[config.mk]
export PLATFORM = sky130hd
export DESIGN_NAME = button_hex_round
export DESIGN_NICKNAME = d
export VERILOG_FILES = /design/src/rtl/io_util_pkg.sv /design/src/rtl/button_sync.sv /design/src/rtl/button_hex_round.sv
export SDC_FILE = /design/constraint.sdc
export NUM_CORES = 1
export LEC_CHECK = 0
export CAP_MARGIN = 20
export CELL_PAD_IN_SITES_DETAIL_PLACEMENT = 1
export CELL_PAD_IN_SITES_GLOBAL_PLACEMENT = 1
export CORE_MARGIN = 10
export CORE_UTILIZATION = 22
export CTS_CLUSTER_DIAMETER = 80
export DETAILED_ROUTE_END_ITERATION = 10
export GPL_TIMING_DRIVEN = 0
export PLACE_DENSITY_LB_ADDON = 0.1
export SYNTH_ARGS = -nofsm -noshare
export SYNTH_HDL_FRONTEND = slang
export SYNTH_SLANG_ARGS = --single-unit
[constraint.sdc]
create_clock -name clk -period 2.6 [get_ports clk]
set_clock_uncertainty 0.15 [all_clocks]
set_input_delay 0.78 -clock clk [delete_from_list [all_inputs] [get_ports clk]]
set_output_delay 0.78 -clock clk [all_outputs]
set_load 0.02 [all_outputs]
[src/rtl/io_util_pkg.sv]
// Shared constants and helpers for the board I/O utility block:
// segment patterns and an unsigned 8-bit saturating conversion.
package io_util_pkg;

    // Widest signed value the saturator helper accepts; callers sign-extend.
    localparam int SAT_W = 64;

    localparam logic [6:0] SEG_BLANK = 7'h7F;
    localparam logic [6:0] SEG_MINUS = 7'h3F;

    // Active-low {g,f,e,d,c,b,a} patterns for 0..F.
    localparam logic [6:0] SEG_TABLE [16] = '{
        7'b1000000, 7'b1111001, 7'b0100100, 7'b0110000,
        7'b0011001, 7'b0010010, 7'b0000010, 7'b1111000,
        7'b0000000, 7'b0010000, 7'b0001000, 7'b0000011,
        7'b1000110, 7'b0100001, 7'b0000110, 7'b0001110
    };

    function automatic logic [7:0] sat_u8(input logic signed [SAT_W-1:0] v);
        logic [7:0] r;
        if (v < 0) begin
            r = 8'd0;
        end else if (v > 255) begin
            r = 8'd255;
        end else begin
            r = v[7:0];
        end
        return r;
    endfunction

endpackage

[src/rtl/button_sync.sv]
// Active-low pushbutton conditioner: 2-flop synchronizer, optional
// debounce (BUTTON_DEBOUNCE_EN), and 1->0 edge detect.
// Ports: clk, reset_n (async, active-low), button (raw, active-low),
//        pressed (one-cycle pulse per press).
module button_sync #(
    parameter int unsigned DEBOUNCE_CYCLES = 250000
) (
    input  logic clk,
    input  logic reset_n,
    input  logic button,
    output logic pressed
);

    if (DEBOUNCE_CYCLES == 0) begin : g_bad_cfg
        $error("DEBOUNCE_CYCLES must be nonzero");
    end

    logic       sync1_q;
    logic       sync2_q;
    logic       prev_q;
    logic       pressed_q;
    logic       pressed_d;
    logic       armed_q;
    logic [1:0] fill_q;
    logic       level;

    // fill_q[1] marks sync2_q as holding a real pin sample rather than
    // the reset value; armed_q then requires a genuine released level,
    // so a key held through reset release gives no pulse.
    always_ff @(posedge clk or negedge reset_n) begin
        if (!reset_n) begin
            sync1_q <= 1'b1;
            sync2_q <= 1'b1;
            fill_q  <= 2'b00;
            armed_q <= 1'b0;
        end else begin
            sync1_q <= button;
            sync2_q <= sync1_q;
            fill_q  <= {fill_q[0], 1'b1};
            armed_q <= armed_q | (fill_q[1] & sync2_q);
        end
    end

`ifdef BUTTON_DEBOUNCE_EN
    localparam int CW = $clog2(DEBOUNCE_CYCLES + 1);

    logic [CW-1:0] cnt_q;
    logic [CW-1:0] cnt_d;
    logic          deb_q;
    logic          deb_d;

    // Level only follows sync2_q after it has differed for
    // DEBOUNCE_CYCLES consecutive cycles.
    always_comb begin
        cnt_d = '0;
        deb_d = deb_q;
        if (sync2_q != deb_q) begin
            if (cnt_q == CW'(DEBOUNCE_CYCLES - 1)) begin
                deb_d = sync2_q;
            end else begin
                cnt_d = cnt_q + 1'b1;
            end
        end
    end

    always_ff @(posedge clk or negedge reset_n) begin
        if (!reset_n) begin
            cnt_q <= '0;
            deb_q <= 1'b1;
        end else begin
            cnt_q <= cnt_d;
            deb_q <= deb_d;
        end
    end

    assign level = deb_q;
`else
    assign level = sync2_q;
`endif

    assign pressed_d = armed_q & prev_q & ~level;

    always_ff @(posedge clk or negedge reset_n) begin
        if (!reset_n) begin
            prev_q    <= 1'b1;
            pressed_q <= 1'b0;
        end else begin
            prev_q    <= level;
            pressed_q <= pressed_d;
        end
    end

    assign pressed = pressed_q;

endmodule

[src/rtl/button_hex_round.sv]
// Board I/O utility: button press pulse, hex to 7-segment, signed to u8.
// Ports: clk, reset_n, button -> pressed; hex_in/hex_blank/hex_neg ->
//        hex_seg; sat_in -> sat_out. Optional macro: BUTTON_DEBOUNCE_EN.
module button_hex_round
    import io_util_pkg::*;
#(
    parameter int          PRECISION       = 16,
    parameter int unsigned DEBOUNCE_CYCLES = 250000
) (
    input  logic                        clk,
    input  logic                        reset_n,
    input  logic                        button,
    output logic                        pressed,
    input  logic [3:0]                  hex_in,
    input  logic                        hex_blank,
    input  logic                        hex_neg,
    output logic [6:0]                  hex_seg,
    input  logic signed [PRECISION-1:0] sat_in,
    output logic [7:0]                  sat_out
);

    button_sync #(
        .DEBOUNCE_CYCLES(DEBOUNCE_CYCLES)
    ) u_button_sync (
        .clk    (clk),
        .reset_n(reset_n),
        .button (button),
        .pressed(pressed)
    );

    // Blank wins over minus, minus wins over the digit.
    always_comb begin
        hex_seg = SEG_TABLE[hex_in];
        if (hex_blank) begin
            hex_seg = SEG_BLANK;
        end else if (hex_neg) begin
            hex_seg = SEG_MINUS;
        end
    end

    logic signed [SAT_W-1:0] sat_ext;

    always_comb begin
        sat_ext = {{(SAT_W - PRECISION){sat_in[PRECISION-1]}}, sat_in};
        sat_out = sat_u8(sat_ext);
    end

endmodule

* Word-level counts from Yosys, hierarchy flattened
Memories as Yosys holds them, arrays and structs flattened.
Index checks and enable logic that the tools add are counted.
** Cells by class
- Bitwise operators :: 6
- Mux-type cells :: 6
- Order comparisons :: 3
** Operators by type and width (count)
- 2-to-1 mux 7 bit :: 4
- > comparator 16 x 9 -> 1 bit (second input constant) :: 1
- less-than comparator 16 x 1 -> 1 bit (second input constant) :: 1
- 2-to-1 mux 8 bit :: 2
- greater-or-equal comparator 5 bit (second input constant) :: 1
- NOT 4 -> 5 bit :: 1
- AND 1 bit :: 3
- NOT 1 bit :: 1
- OR 1 bit :: 1
** Storage, ports and cells
- Bits in read-only memories :: 112
- Output and inout bits :: 16
- Word-level logic and storage cells :: 22
- Input port bits :: 25
- Register bits :: 7
- Memories :: 1
** Memory list
- (name not given) :: words 16, bits a word 7, rd ports 1, clocked after Yosys merged registers in 0, write ports 0, line button_hex_round.sv:33 : hex_seg = SEG_TABLE[hex_in];

* Depth between registers and ports, before layout
- Depth after elaboration :: 6
- Gate-level depth with buffers :: 5
- Mapped depth without buffers :: 5

* By module
From an unflattened synthesis, not the netlist that was laid out.
** Unflattened totals
- Cells, all modules :: 65
- Area total of the unflattened synthesis :: 571.8 um^2
** By module, submodules not included
- button_hex_round :: area each 371.6 um^2, times used 1, cells an instance 55
- button_sync :: area each 200.2 um^2, times used 1, cells an instance 10

* Worst setup path before layout
Ideal clock, no wire load.
- Path kind :: input to output
- Start point :: input sat_in[10]
- End point :: output sat_out[0]
- Stages :: 3
- Arrival :: 1822 ps
- Setup slack :: -152 ps
- Path buffers :: 0
- Cell sequence :: or4_4 -> nor4_4 -> a21oi_1
** On the way
- Cells in the longest elaborated chain, start to end :: 3
- Elaborated cells between the ends (all ways) :: 4
- Classes of those cells :: order compare (2); mux (2)
** Ends and longest elaborated chain
- from (decl) :: line button_hex_round.sv:18 : input logic signed [PRECISION-1:0] sat_in,
- > comparator 16 x 9 -> 1 bit :: line io_util_pkg.sv:23 : end else if (v > 255) begin
- 2-to-1 mux 8 bit :: line io_util_pkg.sv:23
- 2-to-1 mux 8 bit * :: line io_util_pkg.sv:21 : if (v < 0) begin
- to (decl) :: line button_hex_round.sv:19 : output logic [7:0] sat_out
Every way passes the cells marked *; elsewhere a longest branch is shown, timed or not.

* Worst setup path in the final report
- Start point :: input sat_in[9]
- End point :: output sat_out[5]
The elaborated chain is that of the path after synthesis.

==> results.json <==
{
  "avgSynthCellArea_um2": 8.37,
  "grt_max_degree": 11,
  "die_width_um": 70.9,
  "drc_errors": 0,
  "worst_slew_margin_rel_pct": 65.1,
  "area_growth_pct": 110,
  "finalNetCount": 146,
  "combPwrFrac_pct": 42.7,
  "firstDrtPassIters": 2,
  "worstSetupPathType": "primary input to output pin",
  "syn-cell-area_um2": 569,
  "synth_fp_nets": 99,
  "synth_top_cell_area_share_pct": 17.6,
  "synth_seq_cells": 7,
  "startpoint_type": "primary input",
  "reg2reg_depth": 2,
  "synth_top_area_cell": "dfrtp_1",
  "clockBufferDepth": 2,
  "finalCriticalPeriod_ns": 2.89,
  "p_sw_mw": 0.111,
  "htreeDepth": 1,
  "p_leak_nw": 0.511,
  "synth-seq-area-share_pct": 31.4,
  "grt-ovfl-total": 0,
  "intPower_mw": 0.255,
  "yosysWarnings": 0,
  "whs_ns": 0.205,
  "start_util_pct": 23.0,
  "fin_crit_sh_pct": 111,
  "place_ws_ns": -1.15,
  "synth.distinct_cells": 25,
  "peakVddDrop_mv": 0.327,
  "end_kind": "output pin",
  "p_per_area_nw_per_um2": 306,
  "violations": "setup timing",
  "via_count": 674,
  "wire_per_inst_um": 15.3,
  "rows": 18,
  "cts_buffers": 3,
  "cap_violations": 0,
  "antenna_found_initial": 0,
  "vias_per_cell": 4.68,
  "hold_path_class": "register to register",
  "clock_latency_ns": 0.24,
  "finalHoldViolations": 0,
  "whs_path_depth": 0,
  "cts_tree": "yes",
  "p_clk_share_pct": 25.2,
  "grt_pass1_vias": 773,
  "final_max_slew_viol_count": 0,
  "critPathArrivalTime_ns": 1.96,
  "dieHeight_um": 70.9,
  "diodes": 0,
  "io_buffers": 39,
  "rsz0062_at_grt": "yes",
  "grt_usage_pct": 8.79,
  "setup_ws_ns": -0.289,
  "worstMarginPinSlew_ns": 0.524,
  "syn_inst": 68,
  "grt_pass1_wl_mm": 3.75,
  "power_frac_seq_pct": 32.1,
  "drt_iter0_drc": 7,
  "cts-root-buf": "clkbuf_4",
  "wirelength_mm": 2.20,
  "cts.sinks": 7,
  "postRouteAntennaNets": 0,
  "setup_violations": 8,
  "place_congestion": 0.723,
  "crit_fanout": 8,
  "layout-drive-gt1-share_pct": 53.5,
  "die_area_um2": 5020,
  "max_freq_mhz": 346,
  "clk_pin_slew_ns": 0.05,
  "status": "finished, violations left",
  "io_pins": 41,
  "core_um2": 2480,
  "worst_ep_required_time_ns": 1.67,
  "swShare_pct": 30.4,
  "hpwlAfterDp_mm": 1.78,
  "synthTopCellsByArea": "dfrtp_1 18%, dfstp_2 14%, ha_1 13%, a21oi_1 7.9%, inv_1 6.6%"
}
## Yosys cell counts
master	count
or2_2	2
o211ai_1	4
o21ai_0	2
and4b_1	1
dfstp_2	3
ha_1	6
or4_4	1
nor3b_1	2
o21a_1	1
dfrtp_1	4
inv_1	10
nor2_1	3
nand2_1	7
conb_1	1
clkbuf_1	2
a21bo_2	1
nand2b_1	1
o31ai_1	1
a211o_1	1
a21o_1	1
nand3_1	1
a21oi_1	9
nor4_4	1
buf_1	1
o221ai_1	2
## sequential cells by signal, indices dropped and copies added (netlist names)
register and cells:
u_button_sync.level 1, u_button_sync.armed_q 1, u_button_sync.pressed 1, u_button_sync.prev_q 1
u_button_sync.fill_q 2, u_button_sync.sync1_q 1
## metrics by stage
step	total power, mW	instances	setup TNS [ns]	util [%]	area [um2]
finish	0.367	144	-2.29	48.3	1200
detailed placement	0.252	137	-16.07	40.5	1000
global placement	0.249	137	-15.87	40.5	1000
global route	0.391	144	-2.73	48.3	1200
floorplan	0.173	68	-1.21	-	574
CTS	0.359	144	-2.96	45.2	1120
## logic make-up after synthesis
family,after synthesis,share of synthesized area [%]
DFF,7,31.4
adders and majority gates,6,13.2
buffers and inverters,13,8.57
and+or+nand+nor,19,20.9
other,1,0.659
AOI/OAI and AO/OA,22,25.3
## worst max-delay path, cell delays in order
cell and delay [ns]:
buf_6 0.09, or4_4 0.53, nor4_4 0.15, buf_6 0.18, a21oi_2 0.07, buf_6 0.15
## what timing repair did
action / 4_1_cts / 5_1_grt
cloned: 1 / 0
pin swaps: 16 / 6
setup buffers: 2 / 0
hold buffers: 0 / 0
gates resized for setup: 145 / 23
hold endpoints to repair: 0 / 0
setup endpoints to repair: 15 / 14
## power by group through the flow
stage / registers, mW / logic (mW) / clock network [mW]
floorplan: 0.120 / 0.0529 / 0
detailed placement: 0.119 / 0.132 / 0
global placement: 0.119 / 0.130 / 0
finish: 0.118 / 0.157 / 0.0923
CTS: 0.118 / 0.144 / 0.0973
global route: 0.118 / 0.169 / 0.104
## final timing paths
path / startpoint / to / slack (ns)
max: sat_in[9] / sat_out[5] / -0.29
min: u_button_sync.fill_q[0] / u_button_sync.fill_q[1] / 0.21
max reg2reg: u_button_sync.prev_q / u_button_sync.pressed / 1.72
min reg2reg: u_button_sync.fill_q[0] / u_button_sync.fill_q[1] / 0.21
max in group asynchronous: reset_n / u_button_sync.prev_q / 1.37
min in group asynchronous: reset_n / u_button_sync.fill_q[0] / 0.64
## final cells by class
cell class / count / area, um2
fill: 285 / 1280
multi-input combinational: 48 / 459
timing repair buffer: 42 / 409
sequential: 7 / 179
inverter: 10 / 55.1
tap: 30 / 37.5
buffer: 3 / 31.3
clock buffer: 4 / 26.3
## placed cells by master (no fill, tap or decap), types with 2 or more instances in the layout
cell             netlist  routed
clkdlybuf4s50_1        0      14
buf_4                  0       5
buf_6                  0      12
nor2_1                 3       2
or2_2                  2       2
buf_12                 0       2
clkbuf_8               0       2
dfstp_2                3       3
ha_1                   6       2
nand2_2                0       2
clkbuf_4               0       4
buf_2                  0       5
nand2_1                7       4
a21oi_2                0       9
dfrtp_1                4       4
ha_4                   0       4
o221ai_1               2       2
o211ai_1               4       4
inv_1                 10       8
## routing by layer
layer	wire length, um	GRT usage [%]	up-vias
met5	0	0	-
met2	1020	14.4	31
met4	19	2.58	0
li1	-	-	327
met3	155	2.93	2
met1	1010	10.6	314
Note: power is estimated with default switching activity, not from simulation.
